## src/rtl/pca_pkg.sv

```systemverilog
// Shared definitions for the PCA register sequencer: register ids, their
// power-on default values and the sequencer state encoding.
package pca_pkg;

  localparam logic [7:0] MODE1         = 8'h00;
  localparam logic [7:0] MODE2         = 8'h01;
  localparam logic [7:0] SUBADR1       = 8'h02;
  localparam logic [7:0] SUBADR2       = 8'h03;
  localparam logic [7:0] SUBADR3       = 8'h04;
  localparam logic [7:0] ALLCALLADR    = 8'h05;
  localparam logic [7:0] LED0_ON_L     = 8'h06;
  localparam logic [7:0] LED15_OFF_H   = 8'h45;
  localparam logic [7:0] ALL_LED_OFF_H = 8'hFD;
  localparam logic [7:0] PRE_SCALE     = 8'hFE;

  localparam logic [7:0] MODE1_DEFAULT         = 8'h11;
  localparam logic [7:0] MODE2_DEFAULT         = 8'h04;
  localparam logic [7:0] SUBADR1_DEFAULT       = 8'hE2;
  localparam logic [7:0] SUBADR2_DEFAULT       = 8'hE4;
  localparam logic [7:0] SUBADR3_DEFAULT       = 8'hE8;
  localparam logic [7:0] ALLCALLADR_DEFAULT    = 8'hE0;
  localparam logic [7:0] LED_OFF_H_DEFAULT     = 8'h10;
  localparam logic [7:0] ALL_LED_OFF_H_DEFAULT = 8'h10;
  localparam logic [7:0] PRE_SCALE_DEFAULT     = 8'h1E;

  // Each LED channel occupies four ids; the fourth (OFF_H) holds the full-off bit.
  localparam logic [1:0] LED_OFF_H_SLOT = 2'd3;

  typedef enum logic [0:0] {
    ST_INIT = 1'b0,
    ST_RUN  = 1'b1
  } seq_state_e;

endpackage

```

## src/rtl/pca_reg_defaults.sv

```systemverilog
// Combinational power-on default lookup for every register id.
module pca_reg_defaults
  import pca_pkg::*;
(
  input  logic [7:0] id_i,
  output logic [7:0] value_o
);

  logic [7:0] led_offset;

  assign led_offset = id_i - LED0_ON_L;

  always_comb begin
    value_o = 8'h00;
    case (id_i)
      MODE1:         value_o = MODE1_DEFAULT;
      MODE2:         value_o = MODE2_DEFAULT;
      SUBADR1:       value_o = SUBADR1_DEFAULT;
      SUBADR2:       value_o = SUBADR2_DEFAULT;
      SUBADR3:       value_o = SUBADR3_DEFAULT;
      ALLCALLADR:    value_o = ALLCALLADR_DEFAULT;
      ALL_LED_OFF_H: value_o = ALL_LED_OFF_H_DEFAULT;
      PRE_SCALE:     value_o = PRE_SCALE_DEFAULT;
      default: begin
        if ((id_i >= LED0_ON_L) && (id_i <= LED15_OFF_H) &&
            (led_offset[1:0] == LED_OFF_H_SLOT)) begin
          value_o = LED_OFF_H_DEFAULT;
        end
      end
    endcase
  end

endmodule

```

## src/rtl/pca_reg_sequencer.sv

```systemverilog
// Loads register defaults after reset, then arbitrates I2C target writes
// (edge-captured, highest priority) and internal requester writes.
module pca_reg_sequencer
  import pca_pkg::*;
(
  input  logic       clk_i,
  input  logic       rst_i,
  input  logic       soft_rst_ni,
  input  logic       i2c_we_i,
  input  logic [7:0] i2c_id_i,
  input  logic [7:0] i2c_value_i,
  input  logic       int_req_i,
  input  logic [7:0] int_id_i,
  input  logic [7:0] int_value_i,
  output logic       int_ack_o,
  output logic       reg_we_o,
  output logic [7:0] reg_id_o,
  output logic [7:0] reg_value_o,
  output logic       init_done_o,
  output logic       drop_o
);

  seq_state_e state_q, state_d;
  logic [7:0] cnt_q, cnt_d;
  logic       i2c_we_prev_q;
  logic       i2c_edge;
  logic       pend_valid_q, pend_valid_d;
  logic [7:0] pend_id_q, pend_id_d;
  logic [7:0] pend_value_q, pend_value_d;
  logic       reg_we_d;
  logic [7:0] reg_id_d, reg_value_d;
  logic       int_ack_d, drop_d, init_done_d;
  logic [7:0] default_value;

  pca_reg_defaults u_defaults (
    .id_i    (cnt_q),
    .value_o (default_value)
  );

  // The previous-level register resets high so a level already high at reset release is not an edge.
  assign i2c_edge = i2c_we_i & ~i2c_we_prev_q;

  always_ff @(posedge clk_i or posedge rst_i) begin
    if (rst_i) begin
      state_q       <= ST_INIT;
      cnt_q         <= 8'h00;
      i2c_we_prev_q <= 1'b1;
      pend_valid_q  <= 1'b0;
      pend_id_q     <= 8'h00;
      pend_value_q  <= 8'h00;
      reg_we_o      <= 1'b0;
      reg_id_o      <= 8'h00;
      reg_value_o   <= 8'h00;
      int_ack_o     <= 1'b0;
      drop_o        <= 1'b0;
      init_done_o   <= 1'b0;
    end else begin
      state_q       <= state_d;
      cnt_q         <= cnt_d;
      i2c_we_prev_q <= i2c_we_i;
      pend_valid_q  <= pend_valid_d;
      pend_id_q     <= pend_id_d;
      pend_value_q  <= pend_value_d;
      reg_we_o      <= reg_we_d;
      reg_id_o      <= reg_id_d;
      reg_value_o   <= reg_value_d;
      int_ack_o     <= int_ack_d;
      drop_o        <= drop_d;
      init_done_o   <= init_done_d;
    end
  end

  always_comb begin
    state_d      = state_q;
    cnt_d        = cnt_q;
    pend_valid_d = pend_valid_q;
    pend_id_d    = pend_id_q;
    pend_value_d = pend_value_q;
    reg_we_d     = 1'b0;
    reg_id_d     = reg_id_o;
    reg_value_d  = reg_value_o;
    int_ack_d    = 1'b0;
    drop_d       = 1'b0;
    init_done_d  = (state_q == ST_RUN);

    if (!soft_rst_ni) begin
      state_d      = ST_INIT;
      cnt_d        = 8'h00;
      pend_valid_d = 1'b0;
      init_done_d  = 1'b0;
    end else begin
      case (state_q)
        ST_INIT: begin
          reg_we_d    = 1'b1;
          reg_id_d    = cnt_q;
          reg_value_d = default_value;
          drop_d      = i2c_edge;
          if (cnt_q == 8'hFF) begin
            state_d = ST_RUN;
          end else begin
            cnt_d = cnt_q + 8'd1;
          end
        end
        ST_RUN: begin
          // A parked I2C write goes first; a new edge behind it takes the slot.
          if (pend_valid_q) begin
            reg_we_d     = 1'b1;
            reg_id_d     = pend_id_q;
            reg_value_d  = pend_value_q;
            pend_valid_d = i2c_edge;
            if (i2c_edge) begin
              pend_id_d    = i2c_id_i;
              pend_value_d = i2c_value_i;
            end
          end else if (i2c_edge) begin
            reg_we_d    = 1'b1;
            reg_id_d    = i2c_id_i;
            reg_value_d = i2c_value_i;
          end else if (int_req_i && !int_ack_o) begin
            // A request still high during its own ack cycle was already served.
            reg_we_d    = 1'b1;
            reg_id_d    = int_id_i;
            reg_value_d = int_value_i;
            int_ack_d   = 1'b1;
          end
        end
        default: begin
          state_d = ST_INIT;
          cnt_d   = 8'h00;
        end
      endcase
    end
  end

endmodule

```

## config.mk

```make
export PLATFORM = sky130hd
export DESIGN_NAME = pca_reg_sequencer
export DESIGN_NICKNAME = d
export VERILOG_FILES = /design/src/rtl/pca_pkg.sv /design/src/rtl/pca_reg_defaults.sv /design/src/rtl/pca_reg_sequencer.sv
export SDC_FILE = /design/constraint.sdc
export NUM_CORES = 1
export LEC_CHECK = 0
export ABC_AREA = 0
export BUFFER_PORTS_ARGS = -buffer_cell sky130_fd_sc_hd__buf_2
export CORE_MARGIN = 2
export CORE_UTILIZATION = 26
export DETAILED_ROUTE_END_ITERATION = 7
export GPL_TIMING_DRIVEN = 0
export PLACE_DENSITY = 0.54
export SETUP_SLACK_MARGIN = 0.02
export SKIP_LAST_GASP = 1
export SLEW_MARGIN = 15
export SYNTH_ARGS = -nofsm -noshare
export SYNTH_HDL_FRONTEND = slang
export SYNTH_SLANG_ARGS = --single-unit
```

## constraint.sdc

```tcl
create_clock -name clk_i -period 2 [get_ports clk_i]
set_input_delay 0.4 -clock clk_i [delete_from_list [all_inputs] [get_ports clk_i]]
set_output_delay 0.4 -clock clk_i [all_outputs]
set_load 0.05 [all_outputs]
```

* Word level (Yosys, flattened, before mapping)
Index checks and enable logic that the tools add are counted.
Word-level totals: bits in registers 47, logic and storage cells 71, output and inout bits 20
Operators by class: reductions and logical operators 8, order comparisons 2, equal/unequal tests 13, multiplexer cells 31, add/subtract/negate cells 2, bitwise operators 3
Operators with widths (number):
- 8-bit 2-to-1 mux | 9
- 8-bit one-hot mux with 8 select lines | 1
- 8-bit one-hot mux with 2 select lines | 2
- 8-bit == test, second input constant | 3
- 1-bit 2-to-1 mux | 17
- 8-bit by 2-bit == test with 1-bit output, second input constant | 2
- 8-bit by 3-bit == test with 1-bit output, second input constant | 2
- 8-bit by 1-bit adder with 8-bit output, second input constant | 1
- 8-bit by 1-bit == test with 1-bit output, second input constant | 1
- 8-bit by 3-bit >= comparator with 1-bit output, second input constant | 1
- 8-bit by 7-bit less-or-equal comparator with 1-bit output, second input constant | 1
- 8-bit zero test | 1
- 5-bit 2-to-1 mux | 1
- 2-bit inequality test, second input constant | 2
- 4-bit by 1-bit inequality test with 1-bit output, second input constant | 1
- 2-bit AND reduction | 2
- 4-bit AND reduction | 1
- 1-bit logical AND | 3
- 2-bit == test, second input constant | 1
- 2-bit by 1-bit inequality test with 1-bit output, second input constant | 1
- 1-bit NOT | 2
- 1-bit one-hot mux with 2 select lines | 1
- 2-bit subtractor, second input constant | 1
- 1-bit bitwise AND | 1
- 1-bit zero test | 1

* Logic depth before layout (Yosys ltp)
Gate-level depths: netlist (run 1).
depth in word-level cells 7, mapped depth 7, gate-level depth less buffers 6

* Hierarchy
Synthesis (run 1) repeated with hierarchy kept, for this count alone.
Unflattened totals: cells, all modules 264, area total of the unflattened synthesis 2526.2 um^2
By module, submodules not included:
- pca_reg_sequencer | instances 1, seq. area each 1177.4 um^2, cells an instance 238, area each 2357.3 um^2
- pca_reg_defaults | instances 1, seq. area each 0.0 um^2, cells an instance 26, area each 168.9 um^2

* Worst setup path before layout (run 1)
Ideal clock, no wire load.
kind register -> register, from register cnt_q[4], to register reg_value_o[5], path buffers 1, arrival time 1691 ps, setup slack 237 ps, required time 1928 ps, cell stages (with the launch flop) 7, clock period less this slack 1763 ps, cell sequence dfrtp_1 > buf_6 > or3_1 > or3_4 > o41ai_4 > a21oi_1 > nor2_1
On the way: word-level cells in the longest chain between the ends 3, elaborated cells between the ends (all ways) 10, those cells by class eq/ne: 7; mux: 2; reduce/logical: 1
Ends and longest elaborated chain:
- from (decl) | line pca_reg_sequencer.sv:24 | logic [7:0] cnt_q, cnt_d;
- from (signal assigned) | line pca_reg_sequencer.sv:59 | cnt_q <= cnt_d;
- 8-bit == test, or another cell as far along | line pca_reg_defaults.sv:15 | case (id_i)
- 8-bit one-hot mux with 8 select lines * | line pca_reg_defaults.sv:15
- 8-bit one-hot mux with 2 select lines * | line pca_reg_sequencer.sv:92 | case (state_q)
- to (signal assigned) | line pca_reg_sequencer.sv:66 | reg_value_o <= reg_value_d;
- to (decl) | line pca_reg_sequencer.sv:18 | output logic [7:0] reg_value_o,
Mark *: on every way between the ends. The rest lies on a longest branch, timed or not. A chain may end at the register's enable or synchronous reset.

* Worst setup path in the final report (run 1)
from register cnt_q[7], to register cnt_q[1]
On the way: word-level cells in the longest chain between the ends 3
Ends and longest elaborated chain:
- 8-bit == test | line pca_reg_sequencer.sv:98 | if (cnt_q == 8'hFF) begin
- 2-bit inequality test (no source line)
- 2-bit AND reduction (no source line)
No other way between the ends.

==> impl_metrics.toml, run 1 <==
[clock_tree]
cts_tree = "yes"
path_clk_slew_ns = 0.08
cts.sinks = 47
cts_htree_levels = 2
insertion_delay_ns = 0.30
cts_hold_buf = 0
cts_buffer_depth = 2
numCtsBuffers = 5
cts_setup_buffers = 0
cts_root_buf = "clkbuf_8"

[sta]
fin_ws_ns = 0.160
slew_headroom_pct = 57.5
period_share_pct = 92.0
fin_hold_ws_ns = 0.132
setup_tns_ns = 0
drv_slew = 0
setup-violations-final = 0
fmax_mhz = 544
grt_setup_unrepaired = "false"
post-route-min-period_ns = 1.84
worst_pin_slew_ns = 0.637
final_hold_viol_count = 0
skew_ns = 0.00674

[setup_path]
cp.required_ns = 2.16
cp.arrival_ns = 2.00
reg2reg_slack_ns = 0.16
crit_chain = "and4_2 -> and3_1 -> clkbuf_1 -> a21oi_1 -> mux2i_1 -> nor2_1"
cp-start-kind = "flip-flop"
worst_setup_path_end_kind = "flip-flop"
critPathKind = "reg2reg"
rr_worst_depth = 6
critPathTopFamily = "simple AND/OR/NAND/NOR gates"
timing.rr.end = "cnt_q[1]"
cp_slowest_cell = "dfrtp_1"
path_buf_inv = 1
critPathMaxFanout = 7
critPathMaxStageDelay_ns = 0.47
rr_startpoint = "cnt_q[7]"

[yosys]
syn_area_um2 = 2480
synth_edf_count = 0
ys.flop_type = "dfrtp_1"
syn_inst = 247
synth-seq-cells = 47
synth_nets = 288
seq_area_frac_synth_pct = 47.5
syn-mean-instance-area_um2 = 10.0
ys_types = 37
ys_warn_count = 0
ys_async_sr_fraction_pct = 100

[routing]
first_pass_iters = 4
wl_um = 5980
vias = 1997
ant_nets = 0
post_drt_via_cell_ratio = 4.54
dr.first_iter.drc_count = 60
drcViolationCount = 0
wl_per_cell_um = 13.6

[placed_design]
hpwl_um = 4640
routabilityCongestion = 0.809
placed_cell_area_um2 = 2940
port_buffers = 56
post-place-ws_ns = -0.0847

[floorplanning]
die_h_um = 102
core_area_um2 = 9240
die_w_um = 102
start_util_pct = 26.9
ios = 57
rows = 35
die_area_um2 = 10300

[pwr]
peakVddDrop_mv = 0.348
power_uw = 2010
power_density_nw_per_um2 = 661
p_leak_uw = 0.00148

[global_routing]
met2_usage_pct = 19.2
use_met3_pct = 3.38
overflow = 0
grt_max_degree = 26
grt_pass1_wl_um = 9950
grt_use_met1_pct = 17.1
antenna_found_initial = 0
grt_pass1_vias = 2022
grt_usage_pct = 12.3
grt.busiest_layer = "met2"

[finish]
syn_to_final_growth_pct = 22.8
layout.nets = 351
final_cell_mix = "buf_2, dfrtp_1, nand2_1, o21ai_0, mux2i_1"
antenna_cells = 0
layout_commonest_cell = "buf_2"
drive_above_1_share_pct = 30.9
nFillCells = 959
final_cell_area_um2 = 3050

[job]
drv_cap = 0

[outcome]
status = "completed"

[hold_path]
worstHoldPathType = "in2async"
==> synth_stat cells, types with 3 or more instances <==
master	instances	area share, %
a211oi_1	3	0.91
a21oi_1	10	2.0
a31oi_1	3	0.76
buf_2	4	0.81
clkbuf_1	11	1.7
dfrtp_1	46	46
ha_1	4	2.0
inv_1	7	1.1
mux2_2	17	7.7
mux2i_1	24	9.7
nand2_1	28	4.2
nand3_1	6	1.2
nor2_1	17	2.6
nor2b_1	3	0.76
nor3_1	5	1.0
o21ai_0	28	5.6
xnor2_1	6	2.1
==> power by group <==
group / internal [uW] / total [uW] / switching [uW]
Combinational: 120 / 374 / 253
Clock: 316 / 622 / 306
Sequential: 991 / 1020 / 26.0
==> final cells by class <==
type,instances,area [um2],share of cell area [%]
multi-input cells,175,1200,39.5
flip-flops and latches,47,1180,38.7
repair buffers,57,300,9.86
well taps,129,161,5.30
clock buffers,8,100,3.29
plain buffers,16,73.8,2.42
inverters,8,30.0,0.986
==> registers in the layout (all words and copies together) (netlist names) <==
| register | count |
|---|---|
| state_q | 1 |
| pend_value_q | 8 |
| drop_o | 1 |
| cnt_q | 8 |
| reg_value_o | 8 |
| pend_id_q | 8 |
| i2c_we_prev_q | 1 |
| init_done_o | 1 |
| reg_id_o | 8 |
| int_ack_o | 1 |
| reg_we_o | 1 |
| pend_valid_q | 1 |
==> cell families (layout without fill, tap and decap cells) <==
logic type,count (synthesis),in the layout,synth area share [%]
AND/OR/NAND/NOR,74,74,14.3
buffers and inverters,25,89,4.29
multiplexers,41,41,17.4
AO/OA/AOI/OAI,50,50,12.4
adder cells (fa/ha/maj),4,4,2.02
XOR/XNOR,6,6,2.12
flip-flops,47,47,47.5
==> worst register-to-register path: cells and delay by family, from the launching register on <==
kind	cells	cell delay (ns)
muxes	1	0.23
DFF	1	0.47
and+or+nand+nor	3	0.51
buffers and inverters	1	0.17
AOI/OAI and AO/OA	1	0.33
==> through the flow <==
| step | util (%) | std cells |
|---|---|---|
| floorplan | - | 247 |
| global placement | 31.6 | 432 |
| detailed placement | 31.8 | 433 |
| CTS | 32.9 | 441 |
| global route | 33.0 | 440 |
| finish | 33.0 | 440 |
==> per-layer routing <==
metal / wire length, um / up-vias / part of all wire, %
met5: 0 / - / 0
met4: 31 / 0 / 0.52
met3: 327 / 5 / 5.5
met2: 2710 / 48 / 45
met1: 2910 / 956 / 49
li1: - / 988 / -
==> worst max-delay path by stage <==
stage	startpoint	to	cells after the start
after floorplan	cnt_q[4]	reg_value_o[5]	6
after global placement	rst_i	reg_we_o	2
after detailed placement	soft_rst_ni	pend_id_q[0]	5
after CTS	cnt_q[3]	reg_value_o[7]	5
after global routing	i2c_we_prev_q	reg_id_o[1]	6
final	cnt_q[7]	cnt_q[1]	6
==> timing repair <==
item | 4_1_cts | 5_1_grt
endpoints found under the setup margin | 10 | 15
pin swaps | 0 | 1
gates resized for setup | 1 | 2
Power figures use the tool's default switching activity.
==> run 2, diff against run 1 <==
--- a/config.mk
+++ b/config.mk
@@ -12,6 +12,7 @@
 export DETAILED_ROUTE_END_ITERATION = 7
 export GPL_TIMING_DRIVEN = 0
 export PLACE_DENSITY = 0.54
+export REMOVE_ABC_BUFFERS = 1
 export SETUP_SLACK_MARGIN = 0.02
 export SKIP_LAST_GASP = 1
 export SLEW_MARGIN = 15
==> run 2 against run 1 <==
- via count shrank 1.1%
- wire length increased by 4.8%
- non-clock buffer count fell by 15
- sequential share of layout area grew 0.43 points
- first-iteration DRC count increased by 5.0%
- cell area is 0.57% lower
==> impl_metrics.toml, run 2 (synthesized netlist as in run 1, its figures left out) <==
[sta]
final_hold_viol_count = 0
fin_ws_ns = 0.168
post-route-min-period_ns = 1.83
drv_slew = 0
fmax_mhz = 546
slew_headroom_pct = 64.3
period_share_pct = 91.6
worst_pin_slew_ns = 0.534
skew_ns = 0.00496
setup-violations-final = 0
grt_setup_unrepaired = "false"

[setup_path]
rr_worst_depth = 5
rr_startpoint = "cnt_q[3]"
critPathMaxFanout = 7
cp-start-kind = "flip-flop"
reg2reg_slack_ns = 0.17
crit_start = "cnt_q[3]"
cp.required_ns = 2.23
cp.arrival_ns = 2.06
worst_setup_path_end_kind = "flip-flop"
timing.rr.end = "reg_value_o[7]"
critPathKind = "reg2reg"

[outcome]
status = "completed"

[floorplanning]
ios = 57
core_area_um2 = 9240
die_area_um2 = 10300
die_w_um = 102
rows = 35
start_util_pct = 26.9
die_h_um = 102

[clock_tree]
cts_hold_buf = 0
cts.sinks = 47
cts_htree_levels = 2
cts_root_buf = "clkbuf_8"
numCtsBuffers = 5
path_clk_slew_ns = 0.09
insertion_delay_ns = 0.30
cts_tree = "yes"
cts_buffer_depth = 2

[routing]
post_drt_via_cell_ratio = 4.63
dr.first_iter.drc_count = 63
vias = 1975
drcViolationCount = 0
ant_nets = 0
first_pass_iters = 4
wl_um = 6270
wl_per_cell_um = 14.7

[finish]
nFillCells = 968
antenna_cells = 0
syn_to_final_growth_pct = 22.1
fin_cells = 427
final_cell_mix = "buf_2, dfrtp_1, nand2_1, o21ai_0, mux2i_1"
layout.nets = 338
layout_commonest_cell = "buf_2"
drive_above_1_share_pct = 32.6

[global_routing]
grt_pass1_vias = 1951
grt_pass1_wl_um = 9700
grt_max_degree = 34
overflow = 0
antenna_found_initial = 0
grt_usage_pct = 11.8

[hold_path]
worstHoldPathType = "in2async"

[pwr]
clkPwrFrac_pct = 30.1
p_sw_uw = 599
switching_share_pct = 30.1
power_frac_seq_pct = 51.4
power_density_nw_per_um2 = 657
peakVddDrop_mv = 0.302
p_leak_uw = 0.00146
p_int_uw = 1390
p_comb_share_pct = 18.6

[placed_design]
post-place-cells = 416
routabilityCongestion = 0.760
hpwl_um = 4050
port_buffers = 56
post-place-ws_ns = -1.01

[job]
drv_cap = 0
## run 2: changes by cell type in the layout (fill, tap and decap cells not counted), moves of 2 or more
cell,before,now
clkinv_2,0,2
buf_2,60,56
clkbuf_1,10,1
dfrtp_4,0,2
## run 2: timing repair
item,in CTS,in global routing
resized for setup,9,1
cloned,0,2
buffers inserted,0,1
pin swaps,0,2
setup endpoints to repair,35,21
## run 2: stage by stage
stage | utilization [%] | area (um2) | TNS, ns | hold slack (ns) | total power (uW)
2_1_floorplan | - | 2400 | -7.21 | 0.404 | 1280
3_3_place_gp | 30.8 | 2850 | -38.69 | 0.472 | 1390
3_5_place_dp | 31.0 | 2870 | -23.59 | 0.469 | 1400
4_1_cts | 32.4 | 2990 | -0.00274 | 0.146 | 2010
5_1_grt | 32.8 | 3030 | 0 | 0.163 | 2100
6_report | 32.8 | 3030 | 0 | 0.130 | 1990
## run 2: how the worst max path moves through the flow
stage          cells past startpoint             end
4_1_cts                            6  reg_value_o[0]
3_3_place_gp                       6  reg_value_o[0]
6_report                           5  reg_value_o[7]
2_1_floorplan                      4  reg_value_o[2]
3_5_place_dp                       5  reg_value_o[0]
5_1_grt                            5  reg_value_o[7]
## run 2: per-layer routing
metal | track usage [%] | up-vias | wire (um)
li1 | - | 964 | -
met1 | 16.2 | 959 | 3210
met2 | 19.1 | 48 | 2750
met3 | 2.90 | 4 | 283
met4 | 2.18 | 0 | 25
met5 | 0 | - | 0
## run 2: power by group through the flow
stage | Combinational (uW) | Sequential, uW | Clock (uW)
finish | 370 | 1020 | 598
global placement | 354 | 1040 | 0
floorplan | 136 | 1140 | 0
detailed placement | 362 | 1040 | 0
CTS | 366 | 1020 | 621
global route | 406 | 1030 | 668
## run 2: area by class of cell
cell class	count	area, um2	area share, %
Clock buffer	7	86.3	2.85
Sequential cell	47	1180	39.1
Clock inverter	1	5.00	0.165
Timing Repair Buffer	58	312	10.3
Inverter	8	31.3	1.03
Multi-Input combinational cell	177	1250	41.2
Tap cell	129	161	5.33
## run 2: worst max-delay path, stage by stage, from the launching register on
cell and delay, ns:
dfrtp_1 0.47, or3_1 0.42, or3_4 0.37, o41ai_4 0.31
a21oi_1 0.08, nor2_1 0.12
==> run 3, diff against run 2 <==
--- a/config.mk
+++ b/config.mk
@@ -6,12 +6,12 @@
 export NUM_CORES = 1
 export LEC_CHECK = 0
 export ABC_AREA = 0
-export BUFFER_PORTS_ARGS = -buffer_cell sky130_fd_sc_hd__buf_2
 export CORE_MARGIN = 2
-export CORE_UTILIZATION = 26
+export CORE_UTILIZATION = 50
 export DETAILED_ROUTE_END_ITERATION = 7
+export DONT_BUFFER_PORTS = 1
 export GPL_TIMING_DRIVEN = 0
-export PLACE_DENSITY = 0.54
+export PLACE_DENSITY = 0.75
 export REMOVE_ABC_BUFFERS = 1
 export SETUP_SLACK_MARGIN = 0.02
 export SKIP_LAST_GASP = 1
==> run 3 against run 2 <==
- die area decreased by 46%
- clock skew rose by 0.0033 ns
- via count down 12%
- sequential share of layout area rose by 5.6 points
- largest power group unchanged
- cell count down 28%
- sequential power grew 12%
- non-clock buffer count decreased by 57
==> impl_metrics.toml, run 3 (synthesized netlist as in run 1, its figures left out) <==
[sta]
setup-violations-final = 0
final_hold_viol_count = 0
grt_setup_unrepaired = "false"
post-route-min-period_ns = 1.89
slew_headroom_pct = 64.2
period_share_pct = 94.5
drv_slew = 0
setup_tns_ns = 0
worst_pin_slew_ns = 0.536
fmax_mhz = 529
skew_ns = 0.00824

[clock_tree]
path_clk_slew_ns = 0.09
insertion_delay_ns = 0.30
cts_htree_levels = 2
cts_root_buf = "clkbuf_8"
cts_tree = "yes"
cts.sinks = 47
numCtsBuffers = 5
cts_buffer_depth = 2
cts_setup_buffers = 0
cts_hold_buf = 0

[routing]
first_pass_iters = 4
ant_nets = 0
wl_um = 5300
drcViolationCount = 0
wl_per_cell_um = 17.3
dr.first_iter.drc_count = 130
post_drt_via_cell_ratio = 5.65
vias = 1735

[outcome]
status = "completed"

[finish]
syn_to_final_growth_pct = 7.06
post-route-util_pct = 55.9
drive_above_1_share_pct = 17.5
final_cell_area_um2 = 2660
layout.nets = 280
antenna_cells = 0
fin_cells = 307
layout_commonest_cell = "dfrtp_1"
final_cell_mix = "dfrtp_1, nand2_1, o21ai_0"

[floorplanning]
ios = 57
die_h_um = 74.4
start_util_pct = 52.2
die_area_um2 = 5540
rows = 25
core_area_um2 = 4750
die_w_um = 74.4

[setup_path]
critPathMaxStageDelay_ns = 0.46
cp-start-kind = "flip-flop"
cp.required_ns = 2.24
cp.arrival_ns = 2.13
path_buf_inv = 0
rr_startpoint = "cnt_q[3]"
critPathTopFamily = "simple AND/OR/NAND/NOR gates"
critPathMaxFanout = 7
rr_worst_depth = 5
timing.rr.end = "reg_value_o[6]"
worstSetupEndpoint = "reg_value_o[6]"
cp_num_cells = 5
cp_slowest_cell = "dfrtp_2"
critPathKind = "reg2reg"
crit_start = "cnt_q[3]"
reg2reg_slack_ns = 0.11
worst_setup_path_end_kind = "flip-flop"
crit_chain = "or3_1 -> or3_4 -> o41ai_4 -> a21oi_1 -> nor2_1"

[placed_design]
post-place-cells = 298
placed_cell_area_um2 = 2520
port_buffers = 0
routabilityCongestion = 0.861
hpwl_um = 3630

[pwr]
power_density_nw_per_um2 = 723
peakVddDrop_mv = 0.382
p_leak_uw = 0.00121

[job]
drv_cap = 0

[global_routing]
antenna_found_initial = 0
grt_pass1_wl_um = 7960
grt_pass1_vias = 1649
grt_usage_pct = 19.1
overflow = 0
grt_max_degree = 34

[hold_path]
worstHoldPathType = "in2async"
-- run 3: cell count changes in the layout (fill, tap and decap cells not counted), sizes merged --
cell | before | now
a41o | 3 | 2
buf | 58 | 1
-- run 3: final cells by class --
cell class / count / area [um2]
Timing Repair Buffer: 1 / 27.5
Clock buffer: 7 / 86.3
Inverter: 8 / 31.3
Fill cell: 426 / 2100
Clock inverter: 1 / 8.76
Multi-Input combinational cell: 176 / 1230
Tap cell: 67 / 83.8
Sequential cell: 47 / 1190
-- run 3: worst min-delay path by stage --
stage | cells past startpoint | to | slack (ns) | start
after floorplan | 0 | i2c_we_prev_q | 0.40 | i2c_we_i
after global placement | 0 | i2c_we_prev_q | 0.40 | i2c_we_i
after detailed placement | 1 | pend_id_q[6] | 0.36 | rst_i
after CTS | 1 | pend_id_q[6] | 0.03 | rst_i
after global routing | 1 | pend_id_q[6] | 0.05 | rst_i
final | 1 | pend_id_q[6] | 0.01 | rst_i
-- run 3: per-layer routing --
layer  track usage [%]  part of all wire (%)  routed length [um]
met1              24.4                    45                2370
met2              30.8                    46                2450
met3              7.05                   8.2                 434
met4              5.56                  0.83                  44
met5                 0                     0                   0
-- run 3: stage by stage --
step                worst slack (ns)  hold slack (ns)  total power (uW)
floorplan                     -0.493            0.404              1280
global placement               -1.12            0.405              1320
detailed placement             -1.18            0.363              1340
CTS                           0.0903           0.0316              1940
global route                  0.0263           0.0459              2000
finish                         0.109           0.0115              1920
-- run 3: repair_timing --
action                     4_1_cts  5_1_grt
pin swaps                        0        0
gates cloned                     0        1
resized for setup                9        4
setup endpoints to repair       34        4
-- run 3: where the power goes --
| group | internal (uW) | switching, uW |
|---|---|---|
| registers | 989 | 149 |
| clock network | 284 | 317 |
| logic | 75.9 | 107 |
